### src/rtl/psp_arb_pkg.sv
// Shared types for the PSP memory arbiter.
// State, requester ids and the latched memory command.
package psp_arb_pkg;

    typedef enum logic {
        IDLE,
        BUSY
    } arb_state_t;

    typedef enum logic {
        FETCH,
        DATA
    } arb_req_t;

    typedef struct packed {
        logic        read;
        logic        write;
        logic [31:0] addr;
        logic [3:0]  wmask;
        logic [31:0] wdata;
    } mem_cmd_t;

endpackage

### src/rtl/psp_arb_rr.sv
// Two-way round-robin picker for the memory arbiter.
// On a tie the requester not granted last time wins.
module psp_arb_rr
    import psp_arb_pkg::*;
(
    input  logic     fetch_pend,
    input  logic     data_pend,
    input  arb_req_t last_grant,
    output logic     gnt_valid,
    output arb_req_t gnt_id
);

    // pick a winner among the pending requesters
    always_comb begin
        gnt_valid = fetch_pend | data_pend;
        gnt_id    = DATA;
        if (fetch_pend && data_pend) begin
            gnt_id = (last_grant == DATA) ? FETCH : DATA;
        end else if (fetch_pend) begin
            gnt_id = FETCH;
        end
    end

endmodule

### src/rtl/psp_mem_arbiter.sv
// Fetch/data arbiter for the PSP unified memory port.
// PSP_ARB_TIMEOUT_EN builds a hang watchdog (TIMEOUT cycles).
module psp_mem_arbiter
    import psp_arb_pkg::*;
#(
    parameter int unsigned TIMEOUT = 255
) (
    input  logic        clk,
    input  logic        reset,
    input  logic        if_read,
    input  logic [31:0] if_addr,
    output logic [31:0] if_rdata,
    output logic        if_resp,
    input  logic        d_read,
    input  logic        d_write,
    input  logic [31:0] d_addr,
    input  logic [3:0]  d_wmask,
    input  logic [31:0] d_wdata,
    output logic [31:0] d_rdata,
    output logic        d_resp,
    output logic        mem_read,
    output logic        mem_write,
    output logic [31:0] mem_addr,
    output logic [3:0]  mem_wmask,
    output logic [31:0] mem_wdata,
    input  logic [31:0] mem_rdata,
    input  logic        mem_resp,
    output logic        timeout_err
);

    arb_state_t state_q, state_d;
    arb_req_t   last_q, last_d;
    arb_req_t   win_q, win_d;
    mem_cmd_t   cmd_q, cmd_d;
    mem_cmd_t   fetch_cmd, data_cmd;
    logic       gnt_valid;
    arb_req_t   gnt_id;
    logic       done;
    logic       abort;
    logic       live;

`ifdef PSP_ARB_TIMEOUT_EN
    localparam logic [15:0] TO_LAST = 16'(TIMEOUT - 1);
    logic [15:0] cnt_q, cnt_d;
    logic        err_q, err_d;
`else
    logic [15:0] unused_timeout;
    assign unused_timeout = 16'(TIMEOUT);
`endif

    psp_arb_rr u_rr (
        .fetch_pend (if_read),
        .data_pend  (d_read | d_write),
        .last_grant (last_q),
        .gnt_valid  (gnt_valid),
        .gnt_id     (gnt_id)
    );

    // candidate commands; read+write together is issued as a write
    always_comb begin
        fetch_cmd       = '0;
        fetch_cmd.read  = 1'b1;
        fetch_cmd.addr  = if_addr;
        data_cmd        = '0;
        data_cmd.read   = d_read & ~d_write;
        data_cmd.write  = d_write;
        data_cmd.addr   = d_addr;
        data_cmd.wmask  = d_write ? d_wmask : 4'b0;
        data_cmd.wdata  = d_wdata;
    end

    // next-state: grant in IDLE, complete or abort in BUSY
    always_comb begin
        state_d = state_q;
        last_d  = last_q;
        win_d   = win_q;
        cmd_d   = cmd_q;
        done    = 1'b0;
        abort   = 1'b0;
`ifdef PSP_ARB_TIMEOUT_EN
        cnt_d   = cnt_q;
        err_d   = err_q;
`endif
        unique case (state_q)
            IDLE: begin
`ifdef PSP_ARB_TIMEOUT_EN
                cnt_d = '0;
`endif
                if (gnt_valid) begin
                    state_d = BUSY;
                    last_d  = gnt_id;
                    win_d   = gnt_id;
                    cmd_d   = (gnt_id == FETCH) ? fetch_cmd : data_cmd;
                end
            end
            BUSY: begin
                if (mem_resp) begin
                    done    = 1'b1;
                    state_d = IDLE;
                end
`ifdef PSP_ARB_TIMEOUT_EN
                else if (cnt_q == TO_LAST) begin
                    abort   = 1'b1;
                    err_d   = 1'b1;
                    state_d = IDLE;
                end else begin
                    cnt_d = cnt_q + 16'd1;
                end
`endif
            end
            default: state_d = IDLE;
        endcase
    end

    // drive the memory port from the latch, route the response back
    always_comb begin
        live      = (state_q == BUSY) & ~abort;
        mem_read  = live & cmd_q.read;
        mem_write = live & cmd_q.write;
        mem_addr  = live ? cmd_q.addr : 32'b0;
        mem_wmask = live ? cmd_q.wmask : 4'b0;
        mem_wdata = live ? cmd_q.wdata : 32'b0;
        if_resp   = (done | abort) & (win_q == FETCH);
        d_resp    = (done | abort) & (win_q == DATA);
        if_rdata  = (done & cmd_q.read & (win_q == FETCH)) ?
                    mem_rdata : 32'b0;
        d_rdata   = (done & cmd_q.read & (win_q == DATA)) ?
                    mem_rdata : 32'b0;
    end

    // arbiter state registers
    always_ff @(posedge clk or negedge reset) begin
        if (!reset) begin
            state_q <= IDLE;
            last_q  <= DATA;
            win_q   <= FETCH;
            cmd_q   <= '0;
        end else begin
            state_q <= state_d;
            last_q  <= last_d;
            win_q   <= win_d;
            cmd_q   <= cmd_d;
        end
    end

`ifdef PSP_ARB_TIMEOUT_EN
    // watchdog counter and sticky error flag
    always_ff @(posedge clk or negedge reset) begin
        if (!reset) begin
            cnt_q <= '0;
            err_q <= 1'b0;
        end else begin
            cnt_q <= cnt_d;
            err_q <= err_d;
        end
    end

    assign timeout_err = err_q;
`else
    assign timeout_err = 1'b0;
`endif

endmodule
### config.mk
export PLATFORM = sky130hd
export DESIGN_NAME = psp_mem_arbiter
export DESIGN_NICKNAME = d
export VERILOG_FILES = /design/src/rtl/psp_arb_pkg.sv /design/src/rtl/psp_arb_rr.sv /design/src/rtl/psp_mem_arbiter.sv
export SDC_FILE = /design/constraint.sdc
export NUM_CORES = 1
export LEC_CHECK = 0
export CAP_MARGIN = 40
export CORE_AREA = 5 5 104 106
export CTS_CLUSTER_DIAMETER = 60
export DETAILED_ROUTE_END_ITERATION = 16
export DIE_AREA = 0 0 109 111
export DONT_BUFFER_PORTS = 1
export GPL_ROUTABILITY_DRIVEN = 0
export GPL_TIMING_DRIVEN = 0
export PLACE_DENSITY = 0.6
export SYNTH_ARGS = -nofsm -noshare
export SYNTH_HDL_FRONTEND = slang
export SYNTH_SLANG_ARGS = --single-unit
export TNS_END_PERCENT = 1
### constraint.sdc
create_clock -name clk -period 2.6 [get_ports clk]
set_clock_uncertainty 0.05 [all_clocks]
set_input_delay 0.52 -clock clk [delete_from_list [all_inputs] [get_ports clk]]
set_output_delay 0.52 -clock clk [all_outputs]
set_load 0.02 [all_outputs]
Yosys cells after proc, flatten, opt, wreduce, memory -nomap -nowiden --
Index checks and enable logic that the tools add are counted.
Word-level totals: flip-flop bits (word level) 73, input port bits 138, output and inout bits 137, word-level logic and storage cells 38
Cells by class: multiplexer cells 15, bitwise operators 13, reduce and logical (&&, ||, !) cells 2
Operator list (number):
- two-way mux 32 bit | 4
- two-way mux 70 bit | 1
- AND 1 bit | 8
- two-way mux 4 bit | 2
- two-way mux 1 bit | 7
- inverter 1 bit | 3
- bitwise OR 1 bit | 2
- case mux 1 bit (2 select lines) | 1
- AND reduction 2 bit | 1
- logical AND 1 bit | 1

Longest topological paths before layout --
word-level depth 5, depth in mapped cells 5, mapped depth without buffers 3

Modules after synthesis --
Synthesis repeated with hierarchy kept, for this count alone.
Unflattened totals: cells, all modules 501, area, all modules 4296.6 um^2
Modules (own cells, without submodules):
- psp_mem_arbiter | times used 1, cells an instance 498, area an instance 4281.6 um^2
- psp_arb_rr | times used 1, cells an instance 3, area an instance 15.0 um^2

Worst setup path before layout --
No wires, ideal clock.
path type input port to output port, start input mem_resp, end output if_rdata[10], arrival 1.357 ns, path slack 0.673 ns, stages 4, buffers on the path 1, cells stage by stage nand2_1 -> nor3_1 -> clkbuf_1 -> and2_1
On the way: cells in the longest elaborated chain, start to end 5
RTL lines:
- start: declaration | RTL line psp_mem_arbiter.sv:27 | input logic mem_resp,
- two-way mux 1 bit | RTL line psp_mem_arbiter.sv:97 | if (mem_resp) begin
- two-way mux 1 bit | RTL line psp_mem_arbiter.sv:84 | unique case (state_q)
- AND 1 bit (2 in a row) | RTL line psp_mem_arbiter.sv:125 | if_rdata = (done & cmd_q.read & (win_q == FETCH)) ?
- two-way mux 32 bit | RTL line psp_mem_arbiter.sv:125
- end: declaration | RTL line psp_mem_arbiter.sv:12 | output logic [31:0] if_rdata,
Every way passes these cells.

Final worst setup path --
start register state_q (netlist: live), end output if_rdata[20]
On the way: cells in the longest elaborated chain, start to end 4
RTL lines:
- start: declaration | RTL line psp_mem_arbiter.sv:31 | arb_state_t state_q, state_d;
- start signal: assignment | RTL line psp_mem_arbiter.sv:139 | state_q <= state_d;
- two-way mux 1 bit | RTL line psp_mem_arbiter.sv:84
- AND 1 bit (2 in a row) | RTL line psp_mem_arbiter.sv:125
- two-way mux 32 bit | RTL line psp_mem_arbiter.sv:125
Every way passes these cells.

==> reports/results.ini <==
[run_status]
status=finished, final reports clean

[worst_setup_path]
worst_reg2reg_startpoint=last_q$_DFFE_PN1P_
timing.critical_path.to_type=output port
required_ns=2.03
worst-r2r-setup-slack_ns=0.80
r2r.worst_path.cells=5
endpoint_of_the_lowest_slack_register_to_register_path=cmd_q[56]$_DFFE_PN0P_
cp_slowest_stage_delay_ns=0.33
arrival_ns=1.93
criticalPathCategory=register to output port
critical_path.cell_chain=buf_2, nand2_1, nor3_2, clkbuf_1, and2_1
critical_path.slowest_cell=dfrtp_1
crit_path_buf_inv_count=2
crit_fanout=10
path_delay_family=simple AND/OR/NAND/NOR gates
category_of_the_worst_setup_path_launch_point=register

[sta]
fmax_ghz=0.401
max_slew.worst_pin.slew_ns=0.830
final_period_minus_worst_setup_slack_ns=2.50
slew_viol_final=0
grt_setup_unrepaired=yes
worst_relative_slew_slack_pct=44.3
finalCritPeriodShare_pct=96.0
report.final.setup_viol=0
timing_hold_violations_final=0

[cts]
htree_num_levels=3
path_clk_slew_ns=0.08
total_cts_buffers=9
clock_tree.buffer_depth=2
cts_root_buf=clkbuf_8
clock_sink_count=73
post-cts-setup-buffer-count=0
clock_tree_from_tritoncts=built
clock_network_latency_to_the_later_pin_of_the_worst_skew_pair_ns=0.34

[floorplanning]
fp.dieArea_sq_um=12100
pin_count=275
die-height_um=111
core_region_area_sq_um=9680
initial_core_util_pct=43.3
floorplan.die.width_um=109
num_rows=36

[logic_synthesis]
syn_nets=544
yosys.area_share.xor_xnor_pct=0
synth.mux.area_fraction_pct=0.776
postSynthAreaPerCell_sq_um=10.3
cell_variety_after_synth=26
synth_compound_gate_area_share_pct=28.6
synth_seq_area_share_pct=43.6
yosys_warnings=0
adder_cell_area_share_of_the_yosys_netlist_pct=0
largest_family_of_logic_cells_by_synthesized_area=compound AO/OA/AOI/OAI gates
cell_area_synth_sq_um=4190
synth-simple-area-share_pct=21.2
syn_inst=406
synth.ff_latch_count=73

[power]
report.power.total_uw=3730
p_leak_uw=0.00195
power_density_nw_per_um2=805
irDropWorstVdd_v=0.000316

[global_routing]
grt_pass1_vias=3418
initial_antenna_violation_count=0
global_route_wire_length_before_repair_um=20300
grt-ovfl-total=0
maximum_number_of_pins_on_one_net_before_global_route_repair=74
gr-usage-all-layers_pct=21.4

[job]
max_cap_violations=0

[layout]
sequential_cell_area_sq_um=1830
utilization_pct=47.9
areaGrowthSynthToFinish_pct=10.5
fraction_of_final_layout_cells_sized_beyond_drive_strength_1_pct=11.8
multi_input_comb_area_sq_um=2140
insertedDiodeCount=0
finish.net_count=556
layout.filler_cells=935

[route]
drt_wl_total_um=13600
post_route_antenna_net_violation_count=0
routed_via_density=5.99
drc=0
first_iter_violations=171
vias=3332
drt-wirelength-per-cell_um=24.4
drtPass1Iterations=5

[worst_hold_path]
min_path_type=input pin to asynchronous set/reset pin

[placed_design]
port_buffers=0
hpwl_um=10200

## repair_timing
action | 4_1_cts | 5_1_grt
hold buffers | 1 | 0
gates resized for setup | 4 | 9
hold endpoints to repair | 73 | 0
setup endpoints to repair | 94 | 77
## report_power, final
group	switching (uW)	leakage [uW]	internal (uW)	total (uW)
registers	111	0.000876	1370	1480
clock network	450	0.000113	570	1020
logic	801	0.000964	432	1230
## final cells by class
class	count	share of cell area, %
Multi-Input combinational cell	284	46.1
Sequential cell	73	39.4
Buffer	46	5.13
Tap cell	133	3.59
Clock buffer	10	2.97
Clock inverter	6	1.94
Timing Repair Buffer	1	0.594
Inverter	3	0.243
## worst register-to-register path, cell delays in order (launching register included)
cell,delay [ns]
dfstp_2,0.54
o21bai_2,0.15
buf_4,0.22
clkbuf_1,0.37
a21boi_0,0.17
o22a_1,0.21
## metrics by stage
stage	hold slack, ns	area, sq um	cells	setup TNS [ns]	setup WS (ns)
floorplan	0.174	4190	406	0	0.673
global placement	0.176	4360	539	0	0.156
detailed placement	0.176	4360	539	0	0.131
CTS	0.0164	4620	556	-0.0169	-0.0133
global route	0.0177	4640	556	-0.147	-0.0325
finish	0.00728	4640	556	0	0.105
## Yosys cell counts (all sizes together)
| master | number | area (sq um) |
|---|---|---|
| and2 | 134 | 838 |
| dfrtp | 72 | 1800 |
| a22o | 36 | 315 |
| a21boi | 32 | 240 |
| a311o | 32 | 320 |
| o22a | 32 | 280 |
| clkbuf | 27 | 101 |
| buf | 19 | 128 |
| inv | 3 | 11.3 |
| nor2 | 3 | 11.3 |
| nor3 | 3 | 26.3 |
| a211oi | 2 | 20.0 |
| mux2 | 2 | 22.5 |
| nand2 | 2 | 7.51 |
| a21o | 1 | 7.51 |
| a21oi | 1 | 5.00 |
| conb | 1 | 3.75 |
| dfstp | 1 | 26.3 |
| mux2i | 1 | 10.0 |
| o21bai | 1 | 11.3 |
| or2 | 1 | 6.26 |
## layer usage
metal | wire length (um) | GRT usage [%] | vias up | share of wire, %
li1 | - | - | 1486 | -
met1 | 5740 | 28.4 | 1678 | 42
met2 | 6320 | 32.8 | 154 | 47
met3 | 1370 | 8.91 | 14 | 10
met4 | 121 | 4.12 | 0 | 0.89
met5 | 0 | 0 | - | 0
## flip-flops by register name, indices dropped and copies added, names as in the netlist
register	flops
cmd_q	70
last_q	1
live	1
win_q	1
## cells by family after synthesis
kind of cell    after synthesis
simple gates                143
mux                           3
buf+inv                      49
compound gates              137
flops                        73
other cells                   1
## cells in the final DEF, fill, tap and decap left out, drive strengths merged, types with 2 or more instances in the layout
| cell type | Yosys | layout |
|---|---|---|
| and2 | 134 | 134 |
| dfrtp | 72 | 72 |
| clkbuf | 27 | 37 |
| a22o | 36 | 36 |
| a311o | 32 | 32 |
| a21boi | 32 | 32 |
| o22a | 32 | 32 |
| buf | 19 | 20 |
| inv | 3 | 4 |
| nor2 | 3 | 3 |
| nor3 | 3 | 3 |
| nand2 | 2 | 2 |
| mux2 | 2 | 2 |
| bufinv | 0 | 2 |
| a211oi | 2 | 2 |
| clkinv | 0 | 2 |
## how the worst max path moves through the flow
stage | start | endpoint | slack [ns] | cells past startpoint
after floorplan | mem_resp | if_rdata[10] | 0.67 | 4
after global placement | live$_DFF_PN0_ | mem_read | 0.16 | 4
after detailed placement | live$_DFF_PN0_ | mem_read | 0.13 | 4
after CTS | live$_DFF_PN0_ | if_rdata[20] | -0.01 | 5
after global routing | live$_DFF_PN0_ | if_rdata[20] | -0.03 | 5
final | live$_DFF_PN0_ | if_rdata[20] | 0.10 | 5
No activity file was read; power rests on OpenSTA's default activity.
